--- src/rtl/tt_reader.sv ---
// tt_reader: sweeps all 16 input vectors of a 4-input gate-level circuit.
// For each vector it waits SETTLE cycles, then samples out_s on two cycles
// in a row. The second sample is stored as the truth-table bit and the two
// samples are compared to flag instability.
// truth_table bit (15 - index) holds the result for vector index = {in1,in2,in3,in4}.
// Optional feature: define TT_READER_CHECK_EN to compare the table against 'expected'.
module tt_reader #(
  parameter int SETTLE = 4
) (
  input  logic        clk,
  input  logic        rst,
  input  logic        start,
  output logic        in1,
  output logic        in2,
  output logic        in3,
  output logic        in4,
  input  logic        out_s,
  output logic        busy,
  output logic        done,
  output logic [15:0] truth_table,
  output logic        unstable
`ifdef TT_READER_CHECK_EN
  ,
  input  logic [15:0] expected,
  output logic        match,
  output logic [4:0]  mismatch_cnt
`endif
);

  localparam logic [7:0] SETTLE_W = 8'(SETTLE);

  typedef enum logic [2:0] {
    ST_IDLE,
    ST_SETTLE,
    ST_SAMPLE_A,
    ST_SAMPLE_B,
    ST_DONE
  } state_t;

  state_t      state, state_nxt;
  logic [3:0]  vec;
  logic [7:0]  cnt;
  logic        samp_a;
  logic        start_acc;
  logic        last_vec;

  // State register
  always_ff @(posedge clk) begin
    if (rst) state <= ST_IDLE;
    else     state <= state_nxt;
  end

  // Next-state and status decode
  always_comb begin
    state_nxt = state;
    start_acc = 1'b0;
    busy      = 1'b0;
    done      = 1'b0;
    last_vec  = (vec == 4'd15);
    case (state)
      ST_IDLE: begin
        if (start) begin
          start_acc = 1'b1;
          state_nxt = ST_SETTLE;
        end
      end
      ST_SETTLE: begin
        busy = 1'b1;
        if (cnt == 8'd1) state_nxt = ST_SAMPLE_A;
      end
      ST_SAMPLE_A: begin
        busy      = 1'b1;
        state_nxt = ST_SAMPLE_B;
      end
      ST_SAMPLE_B: begin
        busy      = 1'b1;
        state_nxt = last_vec ? ST_DONE : ST_SETTLE;
      end
      ST_DONE: begin
        done      = 1'b1;
        state_nxt = ST_IDLE;
      end
      default: state_nxt = ST_IDLE;
    endcase
  end

  // Vector drive, settle counter, sample capture and table accumulation
  always_ff @(posedge clk) begin
    if (rst) begin
      vec         <= 4'd0;
      cnt         <= 8'd0;
      samp_a      <= 1'b0;
      truth_table <= 16'h0000;
      unstable    <= 1'b0;
    end else begin
      case (state)
        ST_IDLE: begin
          if (start_acc) begin
            vec         <= 4'd0;
            cnt         <= SETTLE_W;
            truth_table <= 16'h0000;
            unstable    <= 1'b0;
          end
        end
        ST_SETTLE:   cnt    <= cnt - 8'd1;
        ST_SAMPLE_A: samp_a <= out_s;
        ST_SAMPLE_B: begin
          truth_table[4'd15 - vec] <= out_s;
          if (samp_a != out_s) unstable <= 1'b1;
          // The vector returns to 0000 on the way into DONE, so it never wraps.
          if (last_vec) begin
            vec <= 4'd0;
          end else begin
            vec <= vec + 4'd1;
            cnt <= SETTLE_W;
          end
        end
        default: ;
      endcase
    end
  end

  assign {in1, in2, in3, in4} = vec;

`ifdef TT_READER_CHECK_EN
  logic       bit_diff;
  logic [4:0] mm_nxt;
  logic       unst_nxt;

  assign bit_diff = (out_s != expected[4'd15 - vec]);
  assign mm_nxt   = mismatch_cnt + {4'd0, bit_diff};
  assign unst_nxt = unstable | (samp_a != out_s);

  // Running mismatch count; match is decided as the sweep enters DONE
  always_ff @(posedge clk) begin
    if (rst) begin
      mismatch_cnt <= 5'd0;
      match        <= 1'b0;
    end else if (start_acc) begin
      mismatch_cnt <= 5'd0;
      match        <= 1'b0;
    end else if (state == ST_SAMPLE_B) begin
      mismatch_cnt <= mm_nxt;
      if (last_vec) match <= (mm_nxt == 5'd0) && !unst_nxt;
    end
  end
`endif

endmodule

--- config.mk ---
export PLATFORM = sky130hd
export DESIGN_NAME = tt_reader
export DESIGN_NICKNAME = d
export VERILOG_FILES = /design/src/rtl/tt_reader.sv
export SDC_FILE = /design/constraint.sdc
export NUM_CORES = 1
export LEC_CHECK = 0
export ABC_AREA = 0
export ABC_CLOCK_PERIOD_IN_PS = 2800
export BUFFER_PORTS_ARGS = -buffer_cell sky130_fd_sc_hd__buf_2
export CAP_MARGIN = 20
export CORE_ASPECT_RATIO = 1.2
export CORE_UTILIZATION = 50
export DETAILED_ROUTE_END_ITERATION = 7
export GPL_TIMING_DRIVEN = 0
export MAX_ROUTING_LAYER = met4
export PLACE_DENSITY = 0.72
export REMOVE_ABC_BUFFERS = 1
export SLEW_MARGIN = 10
export SYNTH_ARGS = -nofsm -noshare
export SYNTH_HDL_FRONTEND = slang
export SYNTH_SLANG_ARGS = --single-unit
--- constraint.sdc ---
create_clock -name clk -period 2.8 [get_ports clk]
set_input_delay 0.14 -clock clk [delete_from_list [all_inputs] [get_ports clk]]
set_output_delay 0.14 -clock clk [all_outputs]
set_load 0.02 [all_outputs]
After elaboration in Yosys (flattened, before gate mapping):

Index checks and enable logic that the tools add are counted.
Widths: inputs -> output; s select.

* register bits after elaboration: 33
* bits of input ports: 4
* output and inout port bits: 23
* word-level logic and storage cells: 54

* add/subtract/negate cells: 3
* magnitude comparators: 2
* equal/unequal tests: 12
* muxes and demuxes: 22
* reduce and logical (&&, ||, !) cells: 9

Operator list (number)
* $pmux 16 s2: 1
* $pmux 8 s3: 1
* $bwmux 16: 1
* $mux 16: 1
* $mux 8: 2
* $pmux 3 s4: 1
* $ne 2x2->1 const B: 5
* $mux 3: 3
* $eq 8x1->1 const B: 1
* $mux 4: 2
* $pmux 4 s2: 1
* $sub 8x1->8 const B: 1
* $mux 1: 7
* $eq 3x2->1 const B: 2
* $reduce_and 3->1: 2
* $lt 4x5->1 const B: 1
* $add 4x1->4 const B: 1
* $demux 1 s4: 1
* $eq 4x4->1 const B: 1
* $ge 4x1->1 const B: 1
* $reduce_and 2->1: 2
* $sub 4x4->4 const A: 1
* $eq 3x1->1 const B: 1
* $eq 3x3->1 const B: 1
* 7 further kinds: 7

Depth between registers and ports, before layout:

* depth after elaboration: 7
* mapped depth: 6
* depth with buffers taken out: 6

Worst setup path before layout:

No wires, ideal clock.

* kind: register to register
* from: reg vec[1]
* to: reg cnt[5]
* library setup time: 0.071 ns
* data arrival time: 1.401 ns
* slack: 1.328 ns
* stages on the path, launching flop included: 6
* path buffers: 0
* clock period less this slack: 1.472 ns
* cell sequence: dfxtp_1 > ha_1 > nand4_1 > o21ai_1 > or3_1 > a21oi_1

* longest elaborated chain between the ends: 3

RTL lines
* start: declaration: line 41 `logic [3:0] vec;`
* start signal: assignment: line 114 `vec <= vec + 4'd1;`
* $eq 4x4->1: line 59 `last_vec = (vec == 4'd15);`
* $ne 2x2->1 (no source line)
* $reduce_and 3->1 (no source line)
* end signal: assignment: line 105 `ST_SETTLE: cnt <= cnt - 8'd1;`
* end: declaration: line 42 `logic [7:0] cnt;`

Every way passes these cells.
A chain may end at the register's enable or synchronous reset.

Worst setup path in the final report:

* from: reg state[0]
* to: reg truth_table[13]

* longest elaborated chain between the ends: 4

RTL lines
* start: declaration: line 40 `state_t state, state_nxt;`
* start signal: assignment: line 50 `else state <= state_nxt;`
* $logic_not 3->1: line 60, 96
* $mux 1: line 60 `case (state)`
* $ne 2x2->1 (no source line)
* $reduce_and 2->1 (no source line)
* end signal: indexed assignment: line 108 `truth_table[4'd15 - vec] <= out_s;`
* end: declaration: line 20 `output logic [15:0] truth_table,`

Several ways; a longest one is shown, not always the timed one.

==> impl_metrics.yaml <==
run_status:
  outcome: "completed"
detailed_routing:
  via_per_inst: 5.91
  drt-initial-drc-count: 47
  num_vias: 1378
  wl_per_cell_um: 14.4
  ant_nets: 0
  drc: 0
  dr.pass1.iters: 4
  finalWirelength_mm: 3.36
place:
  port-buffer-count: 26
  post-place-ws_ns: 0.809
  placed_area_um2: 1740
  dp_hpwl_mm: 2.44
  place_congestion: 0.810
sta:
  fmax_ghz: 0.502
  setup_viol: 0
  hold_violations: 0
  worst_slew_margin_rel: 0.600
  fin_ws_ns: 0.807
  slew_violations: 0
  clock-skew-final_ns: 0.00642
  rsz0062_at_grt: "no"
  setup_tns_ns: 0
  post-route-min-period_ns: 1.99
  fin_crit_sh: 0.712
  tightest_slew_ns: 0.599
clock_tree:
  cts_resized: 0
  hold_buffers: 0
  clk_latency_ns: 0.33
  htree_levels: 2
  clock_sinks: 33
  cts_buffer_depth: 2
  cts-root-buf: "clkbuf_4"
  post_cts_buffers: 0
  cts_buffers: 5
  cts_tree: "yes"
  cts.clk_slew.worst_paths_ns: 0.10
finish:
  final_area_um2: 1810
  antennaDiodeCount: 0
  synthToLayoutAreaGrowth_pct: 10.6
  final_layout_size_suffix_gt1_frac: 0.213
  fin_util: 0.586
  fin_nets: 206
floorplan:
  num_rows: 22
  design.core.area_um2: 3080
  ios: 27
  die_y_um: 64.6
  die-area_um2: 3500
  die_w_um: 54.2
  start_util: 0.530
global_routing:
  grt_pass1_vias: 1323
  grt_usage: 0.225
  grt_max_degree: 17
  grt_overflow: 0
  grt_antenna_before_repair: 0
  grt_first_pass_wirelength_mm: 5.57
worst_setup_path:
  path_buf_inv: 0
  startpoint: "state[0]$_SDFFE_PP0P_"
  crit_cells: 4
  rr_worst_depth: 4
  slowest_delay_ns: 0.63
  arrival_ns: 2.20
  worstSetupStartpointType: "flip-flop"
  critical-path-slowest-cell: "dfxtp_1"
  r2r_end: "truth_table[13]$_SDFFE_PP0P_"
  cp_top_family: "simple AND/OR/NAND/NOR gates"
  worst-path-max-fanout: 13
  cp-end-kind: "flip-flop"
  worstSetupEndpoint: "truth_table[13]$_SDFFE_PP0P_"
  r2r_slack_ns: 0.81
  cp.required_ns: 3.01
  crit_type: "flip-flop to flip-flop"
  worstReg2RegStart: "state[0]$_SDFFE_PP0P_"
  crit_chain: "and3b_1 -> nand2_4 -> o311ai_0 -> o41ai_1"
synthesis:
  ys_warn_count: 0
  synth_edf_count: 0
  synth_area_per_cell_um2: 9.39
  synth_area_leaders: "dfxtp_1 (40%), o211ai_1 (5.5%), o31ai_1 (5.1%)"
  ys_types: 47
  yosysTopAreaCell: "dfxtp_1"
  ys_ff_latch: 33
  netlist_instances: 174
  ys_seq_area_frac: 0.404
  synth_flop_cell: "dfxtp_1"
  synthesis.area_um2: 1630
  synth-async-reset-ratio: 0
  synth_top_area_frac: 0.404
pwr:
  powerDensity_nw_per_um2: 547
  p_leak_nw: 0.777
  clockPowerShare: 0.309
  p_int_w: 0.000706
  power.share.combinational: 0.158
  switching_share: 0.285
  p_switching_w: 0.000282
  ir_worst_vdd_v: 0.000430
  seqPwrFrac: 0.533
hold_path:
  hold_depth: 3
  hold_class: "input pin to flip-flop"
flow_run:
  cap_violations: 0
## placed cells by master, fill, tap and decap left out, drive strengths merged, types with 3 or more instances in the layout
| cell | instances |
|---|---|
| dfxtp | 33 |
| buf | 26 |
| nor2 | 17 |
| o211ai | 12 |
| o31ai | 11 |
| a21oi | 9 |
| nand2 | 9 |
| o21ai | 8 |
| inv | 7 |
| clkbuf | 7 |
| ha | 6 |
| nand2b | 5 |
| nand3 | 4 |
| o41ai | 4 |
| xor2 | 4 |
| o311ai | 4 |
| nor3 | 3 |
| or3 | 3 |
## stage by stage
step	cells	power (W)	hold slack [ns]
2_1_floorplan	163	0.000654	0.209
3_3_place_gp	225	0.000686	0.429
3_5_place_dp	225	0.000696	0.430
4_1_cts	233	0.00100	0.0652
5_1_grt	233	0.00104	0.0734
6_report	233	0.000988	0.0798
## worst register-to-register path: stages, from the launching register on
cell and delay (ns):
dfxtp_1 0.63, and3b_1 0.59, nand2_4 0.15, o311ai_0 0.36, o41ai_1 0.15
## power groups by stage
| stage | combinational (W) | clock, W | sequential [W] |
|---|---|---|---|
| finish | 0.000156 | 0.000305 | 0.000527 |
| global route | 0.000177 | 0.000335 | 0.000531 |
| CTS | 0.000158 | 0.000317 | 0.000527 |
| detailed placement | 0.000158 | 0 | 0.000538 |
| global placement | 0.000150 | 0 | 0.000535 |
| floorplan | 0.000123 | 0 | 0.000531 |
## layout make-up
class | count | area, um^2
Fill cell | 292 | 1280
Multi-Input combinational cell | 123 | 875
Sequential cell | 33 | 661
Timing Repair Buffer | 26 | 130
Clock buffer | 7 | 65.1
Tap cell | 36 | 45.0
Inverter | 7 | 26.3
Clock inverter | 1 | 5.00
## cells in the mapped netlist, drive strengths merged, types with 2 or more instances
master,n
a21oi,9
a22oi,2
and3,2
buf,7
clkbuf,4
dfxtp,33
ha,6
inv,7
nand2,9
nand2b,5
nand3,4
nor2,17
nor3,3
nor4,2
o211ai,12
o21ai,8
o311ai,4
o31ai,11
o41ai,4
or3,3
xor2,4
## registers in the layout, indices dropped and copies added (netlist names)
name and cells:
vec 4, cnt 8, unstable 1, truth_table 16
state 3, samp_a 1
## routing by layer
| layer | track usage | vias up | share of wire |
|---|---|---|---|
| li1 | - | 690 | - |
| met4 | 0.103 | 0 | 0.023 |
| met3 | 0.0634 | 8 | 0.039 |
| met1 | 0.236 | 649 | 0.44 |
| met2 | 0.377 | 31 | 0.50 |
| met5 | - | - | 0 |
## worst min path at each step
stage / from / endpoint
6_report: out_s / samp_a$_SDFFE_PP0P_
5_1_grt: out_s / samp_a$_SDFFE_PP0P_
4_1_cts: out_s / samp_a$_SDFFE_PP0P_
3_5_place_dp: out_s / samp_a$_SDFFE_PP0P_
3_3_place_gp: out_s / samp_a$_SDFFE_PP0P_
2_1_floorplan: rst / samp_a$_SDFFE_PP0P_
## cell families after synthesis
kind of cell	Yosys count	share of synthesized area
compound gates	58	0.250
flops	33	0.404
fa+ha+maj	6	0.0459
buf+inv	18	0.0605
simple gates	54	0.212
xor+xnor	5	0.0268
Note: power is estimated with default switching activity, not from simulation.
